**src/rtl/xoddr_serdes_if.sv**
```systemverilog
// Word handshake into the DDR output serializer: one word of NBEATS beats, NLANES pins.
// Ports: i_valid/i_data/i_oe from the source, o_ready back from the serializer.
// Source holds i_valid and the word stable until o_ready is seen high on a clock edge.
interface xoddr_serdes_if #(
    parameter int NLANES = 4,
    parameter int NBEATS = 4
);
    logic                            i_valid;
    logic                            o_ready;
    logic [2*NLANES*NBEATS-1:0]      i_data;
    logic [NLANES-1:0]               i_oe;

    modport master (output i_valid, i_data, i_oe, input o_ready);
    modport slave  (input i_valid, i_data, i_oe, output o_ready);
endinterface

```
**src/rtl/xoddr_serdes.sv**
```systemverilog
// Multi-lane DDR output serializer: shifts a word out one beat per clock, two bits per lane per beat.
// Latency: word accepted at edge k puts beat 0 on o_pin in cycle k+2 (hi half, then lo half).
// Backpressure: o_ready high in IDLE and on the last shifting beat, so words stream gap-free.
// Ports: i_clk, i_reset (async, active high), s_in (word handshake), o_pin (DDR pads),
//        o_oe (tristate enable aligned to o_pin), o_busy (word shifting or still in the pipeline).
module xoddr_serdes #(
    parameter int                NLANES     = 4,
    parameter int                NBEATS     = 4,
    parameter logic [NLANES-1:0] IDLE_VALUE = '1
) (
    input  logic              i_clk,
    input  logic              i_reset,
    xoddr_serdes_if.slave     s_in,
    output logic [NLANES-1:0] o_pin,
    output logic [NLANES-1:0] o_oe,
    output logic              o_busy
);
    localparam int BW = 2 * NLANES;        // bits per beat (hi half + lo half)
    localparam int DW = BW * NBEATS;       // bits per word
    localparam int CW = $clog2(NBEATS + 1);

    typedef enum logic {ST_IDLE, ST_SHIFT} state_t;

    state_t            state_q, state_d;
    logic [DW-1:0]     shreg_q;
    logic [CW-1:0]     cnt_q;
    logic [NLANES-1:0] word_oe_q;
    logic [BW-1:0]     beat_q;
    logic [NLANES-1:0] beat_oe_q;
    logic              beat_vld_q;
    logic              pin_vld_q;
    logic              ready;
    logic              accept;

    // ---------------------------------------------------------------
    // Control FSM
    // ---------------------------------------------------------------
    always_ff @(posedge i_clk or posedge i_reset) begin
        if (i_reset) begin
            state_q <= ST_IDLE;
        end else begin
            state_q <= state_d;
        end
    end

    always_comb begin
        state_d = state_q;
        ready   = 1'b0;
        accept  = 1'b0;
        case (state_q)
            ST_IDLE: begin
                ready = 1'b1;
                if (s_in.i_valid) begin
                    state_d = ST_SHIFT;
                end
            end
            ST_SHIFT: begin
                // Last beat leaving the shift register: a new word may be
                // loaded on this edge so its beat 0 directly follows.
                ready = (cnt_q == CW'(1));
                if (ready && !s_in.i_valid) begin
                    state_d = ST_IDLE;
                end
            end
            default: begin
                state_d = ST_IDLE;
            end
        endcase
        accept = ready && s_in.i_valid;
    end

    assign s_in.o_ready = ready;

    // ---------------------------------------------------------------
    // Shift register, beat register and the oe/valid pipeline that
    // tracks each beat through to the pads.
    // ---------------------------------------------------------------
    always_ff @(posedge i_clk or posedge i_reset) begin
        if (i_reset) begin
            shreg_q    <= '0;
            cnt_q      <= '0;
            word_oe_q  <= '0;
            beat_q     <= {IDLE_VALUE, IDLE_VALUE};
            beat_oe_q  <= '0;
            beat_vld_q <= 1'b0;
            o_oe       <= '0;
            pin_vld_q  <= 1'b0;
        end else begin
            if (state_q == ST_SHIFT) begin
                beat_q     <= shreg_q[DW-1 -: BW];
                beat_oe_q  <= word_oe_q;
                beat_vld_q <= 1'b1;
            end else begin
                beat_q     <= {IDLE_VALUE, IDLE_VALUE};
                beat_oe_q  <= '0;
                beat_vld_q <= 1'b0;
            end

            // A reload on the last beat wins over the shift; the old last
            // beat has already been captured into beat_q above.
            if (accept) begin
                shreg_q   <= s_in.i_data;
                cnt_q     <= CW'(NBEATS);
                word_oe_q <= s_in.i_oe;
            end else if (state_q == ST_SHIFT) begin
                shreg_q <= shreg_q << BW;
                cnt_q   <= cnt_q - CW'(1);
            end

            // Same stage as the ODDR capture, so o_oe lines up with o_pin.
            o_oe      <= beat_oe_q;
            pin_vld_q <= beat_vld_q;
        end
    end

    assign o_busy = (state_q == ST_SHIFT) || beat_vld_q || pin_vld_q;

    // ---------------------------------------------------------------
    // One ODDR per lane: SAME_EDGE, D1 = hi half, D2 = lo half,
    // CE tied high, S tied low, INIT 0, R = i_reset (async).
    // Both halves are captured on the rising edge; D1 drives the pad
    // while the clock is high, D2 while it is low.
    // ---------------------------------------------------------------
    for (genvar l = 0; l < NLANES; l++) begin : g_oddr
        logic d1_q;
        logic d2_q;

        always_ff @(posedge i_clk or posedge i_reset) begin
            if (i_reset) begin
                d1_q <= 1'b0;
                d2_q <= 1'b0;
            end else begin
                d1_q <= beat_q[NLANES + l];
                d2_q <= beat_q[l];
            end
        end

        assign o_pin[l] = i_clk ? d1_q : d2_q;
    end
endmodule

```
**src/flat_wrapper.sv**
```systemverilog
// flat-port wrapper written by rule: the top's interface ports become plain ports
module xoddr_serdes_flat 
#(
    parameter int                NLANES     = 4,
    parameter int                NBEATS     = 4,
    parameter logic [NLANES-1:0] IDLE_VALUE = '1
)
  (i_clk, i_reset, o_pin, o_oe, o_busy, s_in_i_valid, s_in_i_data, s_in_i_oe, s_in_o_ready);
  xoddr_serdes_if #(.NLANES(NLANES), .NBEATS(NBEATS)) s_in_i ();
  input  logic i_clk;
  input  logic i_reset;
  output logic [NLANES-1:0] o_pin;
  output logic [NLANES-1:0] o_oe;
  output logic o_busy;
  input wire logic [$bits(s_in_i.i_valid)-1:0] s_in_i_valid;
  input wire logic [$bits(s_in_i.i_data)-1:0] s_in_i_data;
  input wire logic [$bits(s_in_i.i_oe)-1:0] s_in_i_oe;
  output wire logic [$bits(s_in_i.o_ready)-1:0] s_in_o_ready;
  assign s_in_i.i_valid = s_in_i_valid;
  assign s_in_i.i_data = s_in_i_data;
  assign s_in_i.i_oe = s_in_i_oe;
  assign s_in_o_ready = s_in_i.o_ready;
  xoddr_serdes #(.NLANES(NLANES), .NBEATS(NBEATS), .IDLE_VALUE(IDLE_VALUE)) u_core (.i_clk(i_clk), .i_reset(i_reset), .s_in(s_in_i), .o_pin(o_pin), .o_oe(o_oe), .o_busy(o_busy));
endmodule
```
**config.mk**
```make
export PLATFORM = sky130hd
export DESIGN_NAME = xoddr_serdes_flat
export DESIGN_NICKNAME = d
export VERILOG_FILES = /design/src/rtl/xoddr_serdes_if.sv /design/src/rtl/xoddr_serdes.sv /design/src/flat_wrapper.sv
export SDC_FILE = /design/constraint.sdc
export NUM_CORES = 1
export LEC_CHECK = 0
export CAP_MARGIN = 20
export CORE_MARGIN = 5
export CORE_UTILIZATION = 54
export CTS_CLUSTER_SIZE = 8
export DETAILED_ROUTE_END_ITERATION = 12
export PLACE_DENSITY = 0.84
export REMOVE_ABC_BUFFERS = 1
export SYNTH_ARGS = -nofsm -noshare
export SYNTH_HDL_FRONTEND = slang
export SYNTH_SLANG_ARGS = --single-unit
```
**constraint.sdc**
```tcl
create_clock -name i_clk -period 3.84 [get_ports i_clk]
set_clock_uncertainty 0.1 [all_clocks]
set_input_delay 1.152 -clock i_clk [delete_from_list [all_inputs] [get_ports i_clk]]
set_output_delay 1.152 -clock i_clk [all_outputs]
set_load 0.005 [all_outputs]
```
==> results.sh <==
export IMPL_cap_violations=0
export IMPL_crit_arrival_ns=2.57
export IMPL_io_buffers=48
export IMPL_yosys_cell_types_count=27
export IMPL_num_vias=1613
export IMPL_antenna_left=0
export IMPL_met3_usage_pct=11.0
export IMPL_post_route_util_pct=72.7
export IMPL_tightest_slew_ns=0.709
export IMPL_clkTransAtPathRegs_ns=0.06
export IMPL_final_setup_tns_ns=0
export IMPL_rows=24
export IMPL_r2r_slack_ns=1.83
export IMPL_powerDensity_nw_per_um2=738
export IMPL_finalSetupViolCount=0
export IMPL_synth_edf_count=0
export IMPL_ys_seq_area_share_pct=66.2
export IMPL_pin_count=49
export IMPL_worstPathRequired_ns=2.59
export IMPL_cp_end_kind="primary output"
export IMPL_grt_busiest_layer="met2"
export IMPL_rr_worst_depth=3
export IMPL_ys_flop_type="dfrtp_1"
export IMPL_dp_hpwl_mm=3.01
export IMPL_slew_headroom_pct=52.7
export IMPL_grt_antenna_before_repair=0
export IMPL_grt_max_degree=67
export IMPL_rsz0062_at_grt="false"
export IMPL_synth_warnings=0
export IMPL_drt_iter0_drc=154
export IMPL_wl_mm=4.82
export IMPL_start_util_pct=56.4
export IMPL_clkLatencyLatePin_ns=0.44
export IMPL_die_area_um2=6110
export IMPL_use_met2_pct=26.8
export IMPL_tritoncts="built"
export IMPL_reg2reg_from="u_core.state_q"
export IMPL_slew_violations=0
export IMPL_overflow=0
export IMPL_static_leakage_power_nw=1.50
export IMPL_fin_ws_ns=0.0152
export IMPL_ys_ff_latch=66
export IMPL_chipWidth_um=78.2
export IMPL_wl_per_cell_um=16.8
export IMPL_drt_vias_per_instance=5.62
export IMPL_die_h_um=78.2
export IMPL_worstHoldStart="u_core.beat_oe_q[0]"
export IMPL_dp_slack_ns=-0.00468
export IMPL_dr_pass1_iters=4
export IMPL_place_congestion=0.787
export IMPL_async_flop_share_pct=100
export IMPL_cts_hold_buf=0
export IMPL_avgSynthCellArea_um2=14.3
export IMPL_syn_inst=176
export IMPL_peakVddDrop_v=0.000316
export IMPL_grt_pass1_vias=1809
export IMPL_fillerInstances=312
export IMPL_diodes=0
export IMPL_start_kind="clock port"
export IMPL_grt_pass1_wl_mm=8.40
export IMPL_crit_path_max_fanout=2
export IMPL_drive_above_1_share_pct=20.0
export IMPL_r2r_end="u_core.shreg_q[12]"
export IMPL_min_to="u_core.o_oe[0]"
export IMPL_core_area_um2=4440
export IMPL_syn2layout_area_growth_pct=28.9
export IMPL_drcViolationCount=0
export IMPL_hold_class="reg2reg"
export IMPL_nNetsFinal=272
export IMPL_whs_path_depth=0
export IMPL_grtUsageMet1_pct=20.7
export IMPL_synth_area_um2=2510
export IMPL_worst_setup_path_type="clk2out"
export IMPL_grt_usage_pct=18.4
export IMPL_hold_violations=0
export IMPL_status="complete, no violations"
[worst max-delay path: stages]
cell	delay, ns
clkbuf_8	0.12
buf_8	0.11
mux2_4	0.30
buf_6	0.12
[logic make-up (layout without fill, tap and decap cells)]
logic type | count (synthesis) | in the layout | synth area share (%)
AOI/OAI and AO/OA | 37 | 37 | 13.7
xor gates and xnor gates | 2 | 2 | 0.698
adders and majority gates | 2 | 2 | 0.997
buffers and inverters | 16 | 75 | 3.94
DFF | 66 | 66 | 66.2
muxes | 8 | 8 | 3.59
and+or+nand+nor | 45 | 45 | 10.8
[cells in the mapped netlist, types with 2 or more instances]
cell,number,share of area (%)
buf_2,4,0.80
mux2_2,8,3.6
a221o_1,23,9.2
nand2b_1,8,2.0
inv_1,4,0.60
buf_6,3,1.3
o21ai_0,2,0.40
dfrtp_1,58,58
ha_1,2,1.0
buf_4,3,0.90
a22o_1,8,2.8
dfstp_2,8,8.4
nand2_1,4,0.60
and2_1,28,7.0
[worst max path at each step]
| stage | start | endpoint | slack, ns | cells past startpoint |
|---|---|---|---|---|
| finish | i_clk | o_pin[3] | 0.02 | 4 |
| global placement | i_clk | o_pin[1] | -0.005 | 2 |
| detailed placement | i_clk | o_pin[3] | -0.005 | 2 |
| global route | i_clk | o_pin[3] | 0.0005 | 4 |
| floorplan | i_clk | o_pin[0] | 0.41 | 1 |
| CTS | i_clk | o_pin[3] | -0.01 | 4 |
[sequential cells by signal, summed over array words and instances (netlist names), 3 cells and up]
register and flops:
u_core.g_oddr.d1_q 4, u_core.o_oe 4, u_core.beat_oe_q 4, u_core.shreg_q 32
u_core.cnt_q 3, u_core.g_oddr.d2_q 4, u_core.word_oe_q 4, u_core.beat_q 8
[power breakdown]
group          leakage (nW)  internal, W  total [W]  switching [W]
Sequential            0.827      0.00100    0.00113       0.000126
Clock                 0.164     0.000436   0.000744       0.000308
Combinational         0.505     0.000293   0.000512       0.000219
Total                  1.50      0.00173    0.00238       0.000653
[cell type report]
cell class / count / area [um^2] / share of cell area (%)
inverter: 5 / 18.8 / 0.580
clock inverter: 3 / 15.0 / 0.464
multi-input combinational: 94 / 759 / 23.5
clock buffer: 20 / 238 / 7.35
timing repair buffer: 47 / 475 / 14.7
tap: 52 / 65.1 / 2.01
sequential: 66 / 1660 / 51.4
[cells in the final DEF, fill, tap and decap left out, types with 2 or more instances in the layout]
cell,n
dfrtp_1,58
clkdlybuf4s50_1,44
and2_1,28
a221o_1,23
clkbuf_8,14
a22o_1,8
nand2b_1,8
dfstp_2,8
mux2_2,7
nand2_1,4
inv_1,3
clkinv_2,3
buf_2,3
inv_2,2
o21ai_0,2
ha_1,2
buf_4,2
[layer usage]
layer | wire length (um) | part of all wire (%)
met1 | 1920 | 40
met2 | 2420 | 50
met3 | 381 | 7.9
met4 | 103 | 2.1
met5 | 0 | 0
[stage by stage]
step | total power (W) | instance area (um^2) | hold slack (ns) | instances
final | 0.00238 | 3230 | 0.248 | 287
after global routing | 0.00254 | 3230 | 0.260 | 287
after CTS | 0.00241 | 3230 | 0.249 | 287
after global placement | 0.00173 | 3020 | 0.232 | 268
after floorplan | 0.00149 | 2430 | 0.231 | 165
after detailed placement | 0.00177 | 3020 | 0.235 | 268
[what timing repair did]
item	CTS	global route
resized for setup	18	1
setup endpoints to repair	4	1
setup buffers	0	0
(Power assumes the default switching activity.)
